[src/rtl/separable_conv_layer4_sequencer.sv]
`default_nettype none
// ============================================================================
// Module  : separable_conv_layer4_sequencer
// Brief   : Pulls one frame of 16-channel pixels into the layer-4 separable
//           convolution and counts its output beats until the frame completes.
// Rev     : 1.0  initial release
// ============================================================================
module separable_conv_layer4_sequencer #(
    parameter  int DATA_WIDHT    = 32,
    parameter  int IMG_WIDHT     = 44,
    parameter  int IMG_HEIGHT    = 44,
    parameter  int OUT_PIXELS    = 1936,
    parameter  int DRAIN_TIMEOUT = 4096,
    localparam int PIX_W = DATA_WIDHT * 16,
    localparam int COL_W = (IMG_WIDHT  > 1) ? $clog2(IMG_WIDHT)  : 1,
    localparam int ROW_W = (IMG_HEIGHT > 1) ? $clog2(IMG_HEIGHT) : 1,
    localparam int CNT_W = $clog2(OUT_PIXELS + 1),
    localparam int TO_W  = $clog2(DRAIN_TIMEOUT + 1)
) (
    input  logic             clk,
    input  logic             rst_n,
    input  logic             i_start,
    input  logic             i_src_valid,
    output logic             o_src_ready,
    input  logic [PIX_W-1:0] i_src_data,
    output logic [PIX_W-1:0] o_conv_data,
    output logic             o_conv_valid,
    input  logic             i_conv_valid_out,
    output logic             o_busy,
    output logic             o_done,
    output logic             o_err_timeout,
    output logic             o_err_overflow,
    output logic [COL_W-1:0] o_in_col,
    output logic [ROW_W-1:0] o_in_row,
    output logic [CNT_W-1:0] o_out_count
);

    localparam logic [COL_W-1:0] c_COL_LAST = COL_W'(IMG_WIDHT - 1);
    localparam logic [ROW_W-1:0] c_ROW_LAST = ROW_W'(IMG_HEIGHT - 1);
    localparam logic [CNT_W-1:0] c_CNT_FULL = CNT_W'(OUT_PIXELS);
    localparam logic [TO_W-1:0]  c_TO_LIMIT = TO_W'(DRAIN_TIMEOUT);

    typedef enum logic [2:0] {
        S_IDLE  = 3'd0,
        S_FEED  = 3'd1,
        S_DRAIN = 3'd2,
        S_DONE  = 3'd3,
        S_ERR   = 3'd4
    } state_t;

    state_t             r_state;
    state_t             w_state_nxt;
    logic [PIX_W-1:0]   r_conv_data;
    logic               r_conv_valid;
    logic [COL_W-1:0]   r_col;
    logic [ROW_W-1:0]   r_row;
    logic [CNT_W-1:0]   r_out_count;
    logic [TO_W-1:0]    r_timeout;
    logic               r_err_timeout;
    logic               r_err_overflow;

    logic               w_accept;
    logic               w_col_last;
    logic               w_row_last;
    logic               w_last_pix;
    logic               w_start;
    logic               w_in_frame;
    logic               w_cnt_inc;
    logic [CNT_W-1:0]   w_cnt_nxt;
    logic [TO_W-1:0]    w_to_nxt;

    assign w_accept   = i_src_valid & (r_state == S_FEED);
    assign w_col_last = (r_col == c_COL_LAST);
    assign w_row_last = (r_row == c_ROW_LAST);
    assign w_last_pix = w_accept & w_col_last & w_row_last;
    assign w_start    = i_start & (r_state == S_IDLE);
    assign w_in_frame = (r_state == S_FEED) | (r_state == S_DRAIN);

    // Beats beyond the saturation point, or outside a frame, are never counted
    assign w_cnt_inc  = i_conv_valid_out & w_in_frame & (r_out_count != c_CNT_FULL);
    assign w_cnt_nxt  = r_out_count + CNT_W'(w_cnt_inc);
    assign w_to_nxt   = i_conv_valid_out ? '0 : r_timeout + TO_W'(1);

    // Exits from DRAIN look at the post-edge values so DONE/ERR follow the
    // triggering edge directly
    always_comb begin
        w_state_nxt = r_state;
        case (r_state)
            S_IDLE:  if (i_start)    w_state_nxt = S_FEED;
            S_FEED:  if (w_last_pix) w_state_nxt = S_DRAIN;
            S_DRAIN: begin
                if (w_cnt_nxt == c_CNT_FULL)     w_state_nxt = S_DONE;
                else if (w_to_nxt == c_TO_LIMIT) w_state_nxt = S_ERR;
            end
            S_DONE:  w_state_nxt = S_IDLE;
            S_ERR:   w_state_nxt = S_IDLE;
            default: w_state_nxt = S_IDLE;
        endcase
    end

    always_ff @(posedge clk or negedge rst_n) begin
        if (!rst_n) begin
            r_state        <= S_IDLE;
            r_conv_data    <= '0;
            r_conv_valid   <= 1'b0;
            r_col          <= '0;
            r_row          <= '0;
            r_out_count    <= '0;
            r_timeout      <= '0;
            r_err_timeout  <= 1'b0;
            r_err_overflow <= 1'b0;
        end else begin
            r_state      <= w_state_nxt;
            r_conv_valid <= w_accept;
            if (w_accept) begin
                r_conv_data <= i_src_data;
            end
            if (w_start) begin
                r_col          <= '0;
                r_row          <= '0;
                r_out_count    <= '0;
                r_timeout      <= '0;
                r_err_timeout  <= 1'b0;
                r_err_overflow <= 1'b0;
            end else begin
                if (w_accept) begin
                    if (w_col_last) begin
                        r_col <= '0;
                        r_row <= w_row_last ? '0 : r_row + ROW_W'(1);
                    end else begin
                        r_col <= r_col + COL_W'(1);
                    end
                end
                r_out_count <= w_cnt_nxt;
                if (r_state == S_DRAIN) begin
                    r_timeout <= w_to_nxt;
                end
                if (i_conv_valid_out & ~w_cnt_inc) begin
                    r_err_overflow <= 1'b1;
                end
                if ((r_state == S_DRAIN) && (w_state_nxt == S_ERR)) begin
                    r_err_timeout <= 1'b1;
                end
            end
        end
    end

    assign o_src_ready    = (r_state == S_FEED);
    assign o_busy         = w_in_frame;
    assign o_done         = (r_state == S_DONE);
    assign o_conv_data    = r_conv_data;
    assign o_conv_valid   = r_conv_valid;
    assign o_err_timeout  = r_err_timeout;
    assign o_err_overflow = r_err_overflow;
    assign o_in_col       = r_col;
    assign o_in_row       = r_row;
    assign o_out_count    = r_out_count;

endmodule
`default_nettype wire

[config.mk]
export PLATFORM = sky130hd
export DESIGN_NAME = separable_conv_layer4_sequencer
export DESIGN_NICKNAME = d
export VERILOG_FILES = /design/src/rtl/separable_conv_layer4_sequencer.sv
export SDC_FILE = /design/constraint.sdc
export NUM_CORES = 1
export LEC_CHECK = 0
export CORE_AREA = 2 2 411 413
export DETAILED_ROUTE_END_ITERATION = 16
export DIE_AREA = 0 0 413 415
export GPL_TIMING_DRIVEN = 0
export PLACE_DENSITY_LB_ADDON = 0.12
export SLEW_MARGIN = 30
export SYNTH_ARGS = -nofsm -noshare
export SYNTH_HDL_FRONTEND = slang
export SYNTH_SLANG_ARGS = --single-unit
[constraint.sdc]
create_clock -name clk -period 5.8 [get_ports clk]
set_input_delay 0.87 -clock clk [delete_from_list [all_inputs] [get_ports clk]]
set_output_delay 0.87 -clock clk [all_outputs]
set_load 0.02 [all_outputs]
Yosys cells after proc, flatten, opt, wreduce, memory -nomap -nowiden. Cells that the tools add are included.

Flip-flop bits (word level): 554. Bits in latches: 0. Memory bits (writable): 0. Bits in read-only memories: 0. Input port bits: 517. Output and inout port bits: 541. Word-level logic and storage cells: 59. Memories kept: 0.

Add/subtract/negate cells: 4. Multipliers: 0. Div/mod/pow operators: 0. Order comparisons: 0. Eq/ne operators: 9. Shift operators: 0. Multiplexer cells: 20. Bitwise gates (word level): 9. Reductions and logical operators: 8.

Operators by type and width (count): 2-to-1 mux 6 bit (7); 2-to-1 mux 13 bit (3); adder 13 x 1 -> 13 bit, second input constant (1); == test 13 bit, second input constant (1); adder 6 x 1 -> 6 bit, second input constant (2); == test 6 bit, second input constant (2); 2-to-1 mux 3 bit (4); adder 11 x 1 -> 11 bit (1); == test 11 bit, second input constant (1); 2-to-1 mux 11 bit (1); inequality test 11 bit, second input constant (1); nonzero test 2 bit (5); case mux 3 bit (3 select lines) (1); AND 1 bit (7); == test 3 x 2 -> 1 bit, second input constant (2); 2-to-1 mux 1 bit (4); == test 3 x 1 -> 1 bit, second input constant (1); == test 3 bit, second input constant (1); logical NOT 3 bit (1); AND reduction 2 bit (1); logical AND 1 bit (1); NOT 1 bit (1); OR 1 bit (1).

Depth between registers and ports, before layout. Gate-level depths: netlist of the first run.

Depth after elaboration: 12. Mapped depth: 13. Depth with buffers taken out: 11.

Worst setup path before layout of the first run. Ideal clock, no wire load.

Path kind: register to register. From: reg r_out_count[2], in the netlist o_out_count[2]. To: reg r_err_timeout, in the netlist o_err_timeout. Data arrival time: 2.797 ns. Required time: 5.681 ns. Path slack: 2.884 ns. Cell stages (with the launch flop): 14. Path buffers: 2. Period minus slack after synthesis: 2.916 ns. Cells stage by stage: dfrtp_1 -> buf_4 -> nor4_1 -> nand2_1 -> o211a_1 -> ha_1 -> ha_1 -> clkbuf_1 -> xor2_1 -> nor4_2 -> o2111ai_1 -> a2111oi_4 -> nor4b_2 -> o21a_1.

Cells in the longest elaborated chain, start to end: 9.

RTL lines: start: declaration (RTL line 57) `logic [CNT_W-1:0] r_out_count;`; start signal: assignment (RTL line 134) `r_out_count <= w_cnt_nxt;`; inequality test 11 bit (RTL line 80) `assign w_cnt_inc = i_conv_valid_out & w_in_frame & (r_out_count != c_CNT_FULL);`; AND 1 bit (RTL line 80); adder 11 x 1 -> 11 bit (*) (RTL line 81) `assign w_cnt_nxt = r_out_count + CNT_W'(w_cnt_inc);`; == test 11 bit (*) (RTL line 92) `if (w_cnt_nxt == c_CNT_FULL) w_state_nxt = S_DONE;`; 2-to-1 mux 3 bit (*) (RTL line 92); case mux 3 bit (3 select lines) (*) (RTL line 88) `case (r_state)`; via w_state_nxt[2] (RTL line 52) `state_t w_state_nxt;`; == test 3 bit (*) (RTL line 141) `if ((r_state == S_DRAIN) && (w_state_nxt == S_ERR)) begin`; logical AND 1 bit (*) (RTL line 141); nonzero test 2 bit (no source line) (*); end signal: assignment (RTL line 110) `r_err_timeout <= 1'b0;`; end signal: assignment (RTL line 123) `r_err_timeout <= 1'b0;`; end signal: assignment (RTL line 142) `r_err_timeout <= 1'b1;`; end: declaration (RTL line 59) `logic r_err_timeout;`.

The timed path passes the listed nets; every way through them passes the cells marked *. A chain may end at the register's enable or synchronous reset.

Final worst setup path of the first run.
From: in i_conv_valid_out. To: reg r_err_timeout, in the netlist o_err_timeout.

Cells in the longest elaborated chain, start to end: 9. Elaborated cells on any way between the ends: 12.

RTL lines: start: declaration (RTL line 28) `input logic i_conv_valid_out,`; AND 1 bit (2 in series) (RTL line 80); adder 11 x 1 -> 11 bit (RTL line 81); == test 11 bit (RTL line 92); 2-to-1 mux 3 bit (*) (RTL line 92); case mux 3 bit (3 select lines) (*) (RTL line 88); via w_state_nxt[2] (RTL line 52); == test 3 bit (*) (RTL line 141); logical AND 1 bit (*) (RTL line 141); nonzero test 2 bit (no source line) (*).

Marked as above.

==> flow_metrics.tcl, run 1 <==
set metrics [dict create \
    worst_path_most_repeated_cell "ha_1" \
    maxSlewHeadroom_pct 50.85 \
    irDropWorstVdd_mv 0.2256 \
    seq_area_sq_um 13860 \
    critical_path.top_delay_family "compound AO/OA/AOI/OAI gates" \
    cp_slowest_cell "clkdlybuf4s50_1" \
    grt_pass1_vias 17508 \
    clock_sinks 554 \
    routedWlPerCell_um 20.69 \
    slew_violations 0 \
    synth_top_family_by_area "multiplexers" \
    postRouteAntennaNets 0 \
    ctsResizeCount 0 \
    cts_hold_buf 0 \
    synth.largest_area_cell "dfrtp_1" \
    cts_buffers 79 \
    worstHoldPathType "input pin to asynchronous set/reset pin" \
    drc 0 \
    tightest_slew_ns 0.7354 \
    reg2reg_setup_slack_ns 2.60 \
    multi_input_area_sq_um 7086 \
    coreArea_sq_um 166700 \
    clkLatencyLatePin_ns 0.67 \
    syn_to_final_growth_pct 76.05 \
    grt_pass1_wl_um 137000 \
    die_y_um 415 \
    antenna_found_initial 24 \
    synth_nets 1879 \
    total_power_mw 16.68 \
    synth.area.top_cells "dfrtp_1 65%, mux2_2 27%, buf_2 1.4%" \
    synth.distinct_cells 52 \
    first_pass_iters 4 \
    synth-compound-area-share_pct 1.855 \
    cts_tree "built" \
    synth_xor_xnor_area_share_pct 0.8220 \
    io_buffers 1057 \
    synthAdderAreaFrac_pct 0.2936 \
    layout.nets 3025 \
    grt.total_usage_pct 11.21 \
    drt_wl_total_um 98870 \
    place_ws_ns 1.788 \
    dp_hpwl_um 78590 \
    synth_area_sq_um 21310 \
    yosysWarningCount 0 \
    synth_edf_count 0 \
    rsz0062_at_grt "no" \
    startpoint_type "input pin" \
    synthFlopType "dfrtp_1" \
    path_cells "clkdlybuf4s50_1 -> o211a_1 -> ha_1 -> ha_1 -> clkbuf_1 -> nand2_1 -> o2bb2ai_1 -> o2111ai_1 -> a2111oi_4 -> nor4b_2 -> o21a_1" \
    cts.path.max_buffers 3 \
    post_cts_buffers 0 \
    hold_violations 0 \
    required_ns 6.35 \
    drive_gt1_share_pct 27.98 \
    r2r_end "o_err_timeout" \
    path_buf_inv 2 \
    synth_top_area_share_pct 65.05 \
    setup-violations-final 0 \
    ys_ff_latch 554 \
    synthCells 1357 \
    cap_violations 0 \
    finClkSkew_ns 0.02779 \
    drtIter0Drc 432 \
    p_leak_nw 14.77 \
    synth-simple-area-share_pct 3.147 \
    worst-endpoint-arrival_ns 3.82 \
    via_per_inst 3.340 \
    htreeDepth 3 \
    end_kind "flop" \
    fp-row-count 150 \
    grt_max_degree 78 \
    dieArea_sq_um 171400 \
    synthArstFlopShare_pct 100.0 \
    slowest_delay_ns 0.67 \
    setup_ws_ns 2.535 \
    path_max_fanout 7 \
    vias 15957 \
    die_w_um 413 \
    syn_avg_cell_area_sq_um 15.70 \
    clk_root_buffer_cell "clkbuf_16" \
    final.period_utilization_pct 56.30 \
    io_pins 1058 \
    final.min_clock_period_ns 3.265 \
    start_util_pct 12.79 \
    synth.yosys.seq_area_share_pct 65.05 \
    routabilityCongestion 0.7830 \
    path_class "input pin to flop" \
    fmax_mhz 306.2 \
    power_per_cell_area_nw_per_um2 444.5 \
    n_fill_cell 17664 \
    rr_startpoint "o_out_count[2]" \
    overflow 0 \
    clk_pin_slew_ns 0.06 \
    setup_tns_ns 0 \
    synthMuxAreaShare_pct 27.10 \
    reg2regPathDepth 13 \
    status "complete, no violations" \
]
## worst max path at each step
| stage | from | to | depth (start not counted) |
|---|---|---|---|
| after CTS | o_out_count[2] | o_err_timeout | 13 |
| final | i_conv_valid_out | o_err_timeout | 11 |
| after global placement | rst_n | o_conv_data[348] | 1 |
| after global routing | i_conv_valid_out | o_err_timeout | 11 |
| after detailed placement | i_conv_valid_out | o_err_timeout | 11 |
| after floorplan | o_out_count[2] | o_err_timeout | 13 |
## registers in the layout, indices dropped and copies added, names as in the netlist
register and flops:
o_conv_data 512, o_conv_valid 1, o_err_overflow 1, o_err_timeout 1
o_in_col 6, o_in_row 6, o_out_count 11, r_state 3
r_timeout 13
## logic make-up after synthesis
logic type,count (synthesis)
XOR/XNOR,20
AND/OR/NAND/NOR,127
buffers and inverters,77
adder cells (fa/ha/maj),5
multiplexers,513
AO/OA/AOI/OAI,61
flip-flops,554
## Yosys cell counts (2+ instances only)
| master | number |
|---|---|
| nor4bb_1 | 2 |
| a211oi_1 | 3 |
| or3_1 | 3 |
| mux2_2 | 512 |
| nor2b_1 | 3 |
| inv_1 | 5 |
| a21oi_1 | 12 |
| and2_1 | 7 |
| nor2_1 | 39 |
| nor3_1 | 7 |
| o21ai_0 | 24 |
| clkbuf_1 | 11 |
| nor4_1 | 2 |
| a31oi_1 | 5 |
| nand4_1 | 7 |
| buf_2 | 59 |
| ha_1 | 5 |
| a22o_1 | 2 |
| o32ai_1 | 2 |
| xor2_1 | 10 |
| dfrtp_1 | 554 |
| o21a_1 | 4 |
| xnor2_1 | 10 |
| and3_1 | 5 |
| nand3_1 | 8 |
| nand2_1 | 30 |
## cell type report
| cell class | count | area share [%] |
|---|---|---|
| repair buffers | 1065 | 28.80 |
| diodes | 11 | 0.07337 |
| clock inverters | 24 | 0.6637 |
| clock buffers | 117 | 6.293 |
| flip-flops and latches | 554 | 36.95 |
| inverters | 5 | 0.05003 |
| plain buffers | 72 | 0.9305 |
| multi-input cells | 726 | 18.89 |
| well taps | 2204 | 7.350 |
## power by group
| part | switching, mW | internal, mW |
|---|---|---|
| Clock | 1.98 | 2.91 |
| Sequential | 0.620 | 4.94 |
| Combinational | 3.07 | 3.15 |
## through the flow
step	utilization [%]	hold WS, ns	cell area, sq um	std cells
3_3_place_gp	20.79	0.4891	34650	4618
3_5_place_dp	20.93	0.4919	34880	4626
6_report	22.51	0.1805	37520	4778
4_1_cts	22.49	0.1025	37490	4767
5_1_grt	22.51	0.1580	37510	4774
2_1_floorplan	-	0.4692	21310	1357
## cells in the final DEF, fill, tap and decap left out, drive strengths merged, types with 10 or more instances in the layout
cell type,netlist,routed
nand2,30,30
clkbuf,12,129
clkdlybuf4s50,0,1056
nor2,39,39
mux2,512,512
o21ai,25,25
xnor2,10,10
buf,60,69
clkinv,0,17
xor2,10,10
diode,0,11
dfrtp,554,554
a21oi,12,12
## metal layers
metal / vias to the layer above / part of all wire [%] / wire length, um / global-route usage [%]
met4: 12 / 2.8 / 2802 / 4.333
met3: 139 / 9.2 / 9117 / 4.399
met1: 8040 / 34 / 33880 / 11.13
li1: 7147 / - / - / -
met2: 619 / 54 / 52980 / 20.70
met5: - / 0.090 / 89 / 0
No activity file was read; power rests on OpenSTA's default activity.
==> run 2: changes to the inputs <==
==> constraint.sdc (replaced) <==
create_clock -name clk -period 3.4 [get_ports clk]
set_input_delay 0.51 -clock clk [delete_from_list [all_inputs] [get_ports clk]]
set_output_delay 0.51 -clock clk [all_outputs]
set_load 0.02 [all_outputs]
==> flow_metrics.tcl, run 2 (synthesis gave the netlist of run 1 again) <==
set metrics [dict create \
    seqPwrFrac_pct 33.3 \
    syn_to_final_growth_pct 76.12 \
    slowest_delay_ns 0.49 \
    io_pins 1058 \
    clkLatencyLatePin_ns 0.67 \
    path_cells "buf_4 -> nor4_1 -> nand2_1 -> o211a_1 -> ha_1 -> ha_1 -> nand2_1 -> nor3_2 -> xnor2_1 -> a2111oi_4 -> nor4b_4 -> o21a_1" \
    p_clk_share_pct 29.4 \
    antenna_found_initial 24 \
    path_buf_inv 1 \
    rsz0062_at_grt "no" \
    path_max_fanout 7 \
    p_sw_mw 9.694 \
    grt_max_degree 78 \
    htreeDepth 3 \
    layout.nets 3025 \
    overflow 0 \
    clk_root_buffer_cell "clkbuf_16" \
    postRouteAntennaNets 0 \
    largest_reg_flops 512 \
    drive_gt1_share_pct 27.98 \
    p_int_mw 18.77 \
    setup-violations-final 0 \
    routedWlPerCell_um 20.71 \
    drc 0 \
    tightest_slew_ns 0.7231 \
    irDropWorstVdd_mv 0.3859 \
    grt_pass1_vias 17510 \
    p_leak_nw 14.77 \
    placed_cells 4626 \
    final.period_utilization_pct 91.78 \
    final_cells 4778 \
    n_fill_cell 17664 \
    io_buffers 1057 \
    drtIter0Drc 461 \
    critical_path.top_delay_family "compound AO/OA/AOI/OAI gates" \
    first_pass_iters 4 \
    clock_sinks 554 \
    vias 15950 \
    drt_wl_total_um 98940 \
    fp-row-count 150 \
    cts_buffers 79 \
    place_ws_ns -0.2523 \
    setup_ws_ns 0.2793 \
    routabilityCongestion 0.7830 \
    slew_violations 0 \
    dieArea_sq_um 171400 \
    grt_pass1_wl_um 137000 \
    start_util_pct 12.79 \
    grt.total_usage_pct 11.21 \
    multi_input_area_sq_um 7094 \
    via_per_inst 3.338 \
    cap_violations 0 \
    cts_tree "built" \
    maxSlewHeadroom_pct 51.66 \
    cts.path.max_buffers 3 \
    startpoint_type "flop" \
    combPwrFrac_pct 37.3 \
    clk_pin_slew_ns 0.06 \
    coreArea_sq_um 166700 \
    reg2reg_setup_slack_ns 0.28 \
    power.share.switching_pct 34.06 \
    worst-endpoint-arrival_ns 3.67 \
    end_kind "flop" \
    seq_area_sq_um 13860 \
    dp_hpwl_um 78590 \
    hold_violations 0 \
    die_w_um 413 \
    power_per_cell_area_nw_per_um2 758.3 \
    mostFrequentLayoutCells "1056 x clkdlybuf4s50_1, 554 x dfrtp_1, 512 x mux2_2" \
    die_y_um 415 \
    cp_slowest_cell "a2111oi_4" \
    path_class "flop to flop" \
    final.min_clock_period_ns 3.121 \
    layout_commonest_cell "clkdlybuf4s50_1" \
    finClkSkew_ns 0.02853 \
    fmax_mhz 320.4 \
    required_ns 3.95 \
    status "complete, no violations" \
    worstHoldPathType "input pin to asynchronous set/reset pin" \
]
run 2: changes by cell type in the layout (fill, tap and decap cells not counted):
cell / change
nor4b_2: -1
dlygate4sd3_1: +1
nor4b_4: +1
clkbuf_1: -1
run 2: what timing repair did:
| item | 4_1_cts | 5_1_grt |
|---|---|---|
| hold buffers | 1 | 0 |
| setup endpoints to repair | 0 | 3 |
| buffers inserted | 0 | 0 |
| resized for setup | 0 | 1 |
| endpoints found under the hold margin | 61 | 0 |
run 2: worst reg2reg max path, stage by stage (launching register included):
cell and delay (ns):
dfrtp_1 0.39, buf_4 0.17, nor4_1 0.29, nand2_1 0.09
o211a_1 0.23, ha_1 0.24, ha_1 0.31, nand2_1 0.24
nor3_2 0.07, xnor2_1 0.19, a2111oi_4 0.49, nor4b_4 0.12
o21a_1 0.19
run 2: per-stage QoR:
stage	setup TNS, ns	util (%)	instance area (sq um)	hold slack, ns	power [mW]
after floorplan	0	-	21310	0.2144	14.25
after global placement	-	20.79	34650	0.4891	20.45
after detailed placement	-0.5750	20.93	34880	0.4919	20.47
after CTS	0	22.50	37500	0.3462	29.21
after global routing	0	22.51	37520	0.3917	30.00
final	0	22.52	37530	0.4227	28.46
run 2: per-layer routing:
| layer | vias to the layer above | wire length [um] | track usage, % |
|---|---|---|---|
| met3 | 140 | 9101 | 4.399 |
| met2 | 616 | 52970 | 20.70 |
| met5 | - | 89 | 0 |
| met4 | 12 | 2810 | 4.333 |
| met1 | 8028 | 33970 | 11.13 |
| li1 | 7154 | - | - |
run 2: path summary, 6_finish.rpt:
| path | startpoint | endpoint | cells past startpoint |
|---|---|---|---|
| worst max-delay path | o_out_count[2] | o_err_timeout | 12 |
| max in group asynchronous | rst_n | o_conv_data[330] | 6 |
| worst min register to register | o_err_overflow | o_err_overflow | 1 |
| worst max register to register | o_out_count[2] | o_err_timeout | 12 |
| min in group clk | i_src_data[62] | o_conv_data[62] | 2 |
| worst min-delay path | rst_n | o_conv_data[118] | 2 |
run 2: cell type report:
| class | count | area share, % |
|---|---|---|
| diodes | 11 | 0.07334 |
| repair buffers | 1066 | 28.82 |
| plain buffers | 71 | 0.9201 |
| well taps | 2204 | 7.347 |
| multi-input cells | 726 | 18.90 |
| flip-flops and latches | 554 | 36.94 |
| inverters | 5 | 0.05001 |
| clock inverters | 24 | 0.6634 |
| clock buffers | 117 | 6.291 |
run 2: power by group through the flow:
stage                     clock (mW)  sequential, mW  combinational [mW]
after global placement             0            9.64                10.8
after floorplan                    0            11.7                2.53
after detailed placement           0            9.61                10.9
after global routing            9.05            9.76                11.2
after CTS                       8.79            9.53                10.9
final                           8.36            9.49                10.6
==> run 3: changes to the inputs <==
--- a/config.mk
+++ b/config.mk
@@ -10,6 +10,7 @@
 export DIE_AREA = 0 0 413 415
 export GPL_TIMING_DRIVEN = 0
 export PLACE_DENSITY_LB_ADDON = 0.12
+export RECOVER_POWER = 25
 export SLEW_MARGIN = 30
 export SYNTH_ARGS = -nofsm -noshare
 export SYNTH_HDL_FRONTEND = slang
==> constraint.sdc (replaced) <==
create_clock -name clk -period 2.9 [get_ports clk]
set_input_delay 0.435 -clock clk [delete_from_list [all_inputs] [get_ports clk]]
set_output_delay 0.435 -clock clk [all_outputs]
set_load 0.02 [all_outputs]
==> flow_metrics.tcl, run 3 (synthesis gave the netlist of run 1 again) <==
set metrics [dict create \
    grt_max_degree 79 \
    dieArea_sq_um 171400 \
    cts.path.max_buffers 3 \
    grt_pass1_vias 17880 \
    seqPwrFrac_pct 33.1 \
    required_ns 3.43 \
    worst_path_most_repeated_cell "ha_4" \
    drtIter0Drc 518 \
    worstHoldPathType "input pin to asynchronous set/reset pin" \
    setup_tns_ns -0.01745 \
    final.period_utilization_pct 100.6 \
    slowest_delay_ns 0.48 \
    p_int_mw 22.14 \
    layout_commonest_cell "clkdlybuf4s50_1" \
    slew_violations 57 \
    layout.nets 3039 \
    combPwrFrac_pct 37.8 \
    path_buf_inv 1 \
    fmax_mhz 342.8 \
    p_sw_mw 11.51 \
    path_class "flop to flop" \
    status "finished with violations" \
    power.share.switching_pct 34.19 \
    drt_wl_total_um 103000 \
    vias 16137 \
    dp_hpwl_um 82840 \
    startpoint_type "flop" \
    hold_violations 0 \
    cts_tree "built" \
    fp-row-count 150 \
    postRouteAntennaNets 0 \
    failed_checks "capacitance limit, slew limit, setup timing" \
    overflow 0 \
    finClkSkew_ns 0.01816 \
    routabilityCongestion 0.8003 \
    final.min_clock_period_ns 2.917 \
    dpl_cell_area_sq_um 34880 \
    grt_pass1_wl_um 140900 \
    tightest_slew_ns 1.717 \
    largest_reg_flops 512 \
    drive_gt1_share_pct 28.77 \
    irDropWorstVdd_mv 0.4181 \
    syn_to_final_growth_pct 76.80 \
    htreeDepth 3 \
    whs_ns 0.3357 \
    clkLatencyLatePin_ns 0.66 \
    p_leak_nw 14.82 \
    start_util_pct 12.79 \
    path_max_fanout 7 \
    maxSlewHeadroom_pct -14.45 \
    finalInstanceArea_sq_um 37680 \
    p_clk_share_pct 29.1 \
    worst-endpoint-arrival_ns 3.45 \
    coreArea_sq_um 166700 \
    cp_slowest_cell "dfrtp_2" \
    total_power_mw 33.65 \
    die_y_um 415 \
    setup-violations-final 1 \
    clk_pin_slew_ns 0.06 \
    antenna_found_initial 37 \
    via_per_inst 3.371 \
    rsz0062_at_grt "yes" \
    routedWlPerCell_um 21.51 \
    grt.total_usage_pct 11.63 \
    power_per_cell_area_nw_per_um2 893.1 \
    path_cells "nor4_4 -> nand2_1 -> o211a_1 -> ha_4 -> ha_4 -> xor2_2 -> nor4_2 -> o2111ai_2 -> a2111oi_4 -> buf_4 -> nor4b_4 -> o21a_1" \
    io_buffers 1057 \
    cap_violations 1 \
    setup_ws_ns -0.01745 \
    mostFrequentLayoutCells "1056 x clkdlybuf4s50_1, 548 x dfrtp_1, 512 x mux2_2" \
    clk_root_buffer_cell "clkbuf_16" \
    die_w_um 413 \
    place_ws_ns -0.6743 \
    end_kind "flop" \
    drc 0 \
    first_pass_iters 7 \
    io_pins 1058 \
    clock_sinks 554 \
    cts_buffers 78 \
    critical_path.top_delay_family "compound AO/OA/AOI/OAI gates" \
]
[run 3: cell count changes in the layout (fill, tap and decap cells not counted), sizes merged]
cell / delta
bufinv: +2
clkbuf: +1
clkinvlp: -1
buf: +13
clkinv: -2
diode: -4
[run 3: cell type report]
| type | count | area, sq um |
|---|---|---|
| fillers | 17692 | 129000 |
| flip-flops and latches | 554 | 13870 |
| clock inverters | 23 | 291.5 |
| plain buffers | 70 | 349.1 |
| well taps | 2204 | 2758 |
| multi-input cells | 726 | 7172 |
| inverters | 5 | 18.77 |
| repair buffers | 1082 | 10890 |
| clock buffers | 116 | 2307 |
| diodes | 7 | 17.52 |
[run 3: stage by stage]
step,utilization (%),cells
6_report,22.61,4787
4_1_cts,22.52,4766
3_5_place_dp,20.93,4626
5_1_grt,22.60,4784
2_1_floorplan,-,1357
3_3_place_gp,20.79,4618
[run 3: worst reg2reg max path, cell delays in order (launching register included)]
cell       delay, ns
dfrtp_2         0.48
nor4_4          0.29
nand2_1         0.08
o211a_1         0.27
ha_4            0.19
ha_4            0.19
xor2_2          0.15
nor4_2          0.29
o2111ai_2       0.20
a2111oi_4       0.21
buf_4           0.20
nor4b_4         0.06
o21a_1          0.20
[run 3: final timing paths]
check	start	to	slack (ns)	cells past startpoint
worst max-delay path	o_out_count[1]	o_err_timeout	-0.02	12
worst min-delay path	rst_n	o_conv_data[254]	0.34	2
worst max register to register	o_out_count[1]	o_err_timeout	-0.02	12
worst min register to register	o_err_timeout	o_err_timeout	0.49	1
max in group asynchronous	rst_n	o_conv_data[387]	0.45	3
min in group clk	i_src_data[156]	o_conv_data[156]	0.38	2
[run 3: repair_timing]
| action | 4_1_cts | 5_1_grt |
|---|---|---|
| hold endpoints to repair | 67 | 0 |
| gates resized for setup | 8 | 14 |
| pin swaps | 2 | 9 |
| gates cloned | 0 | 0 |
| setup endpoints to repair | 19 | 14 |
| hold buffers | 1 | 0 |
| buffers inserted | 1 | 15 |
[run 3: metal layers]
metal	global-route usage, %	routed length, um	vias to the layer above
li1	-	-	7163
met1	11.78	36160	8046
met2	20.55	52190	708
met3	5.074	10010	180
met4	5.023	4366	40
met5	0	227	-
[run 3: power by group through the flow]
stage / sequential, mW / combinational (mW) / clock [mW]
finish: 11.1 / 12.7 / 9.79
CTS: 11.2 / 13.0 / 10.3
global placement: 11.3 / 12.9 / 0
floorplan: 13.7 / 2.96 / 0
global route: 11.5 / 13.4 / 10.6
detailed placement: 11.2 / 12.9 / 0
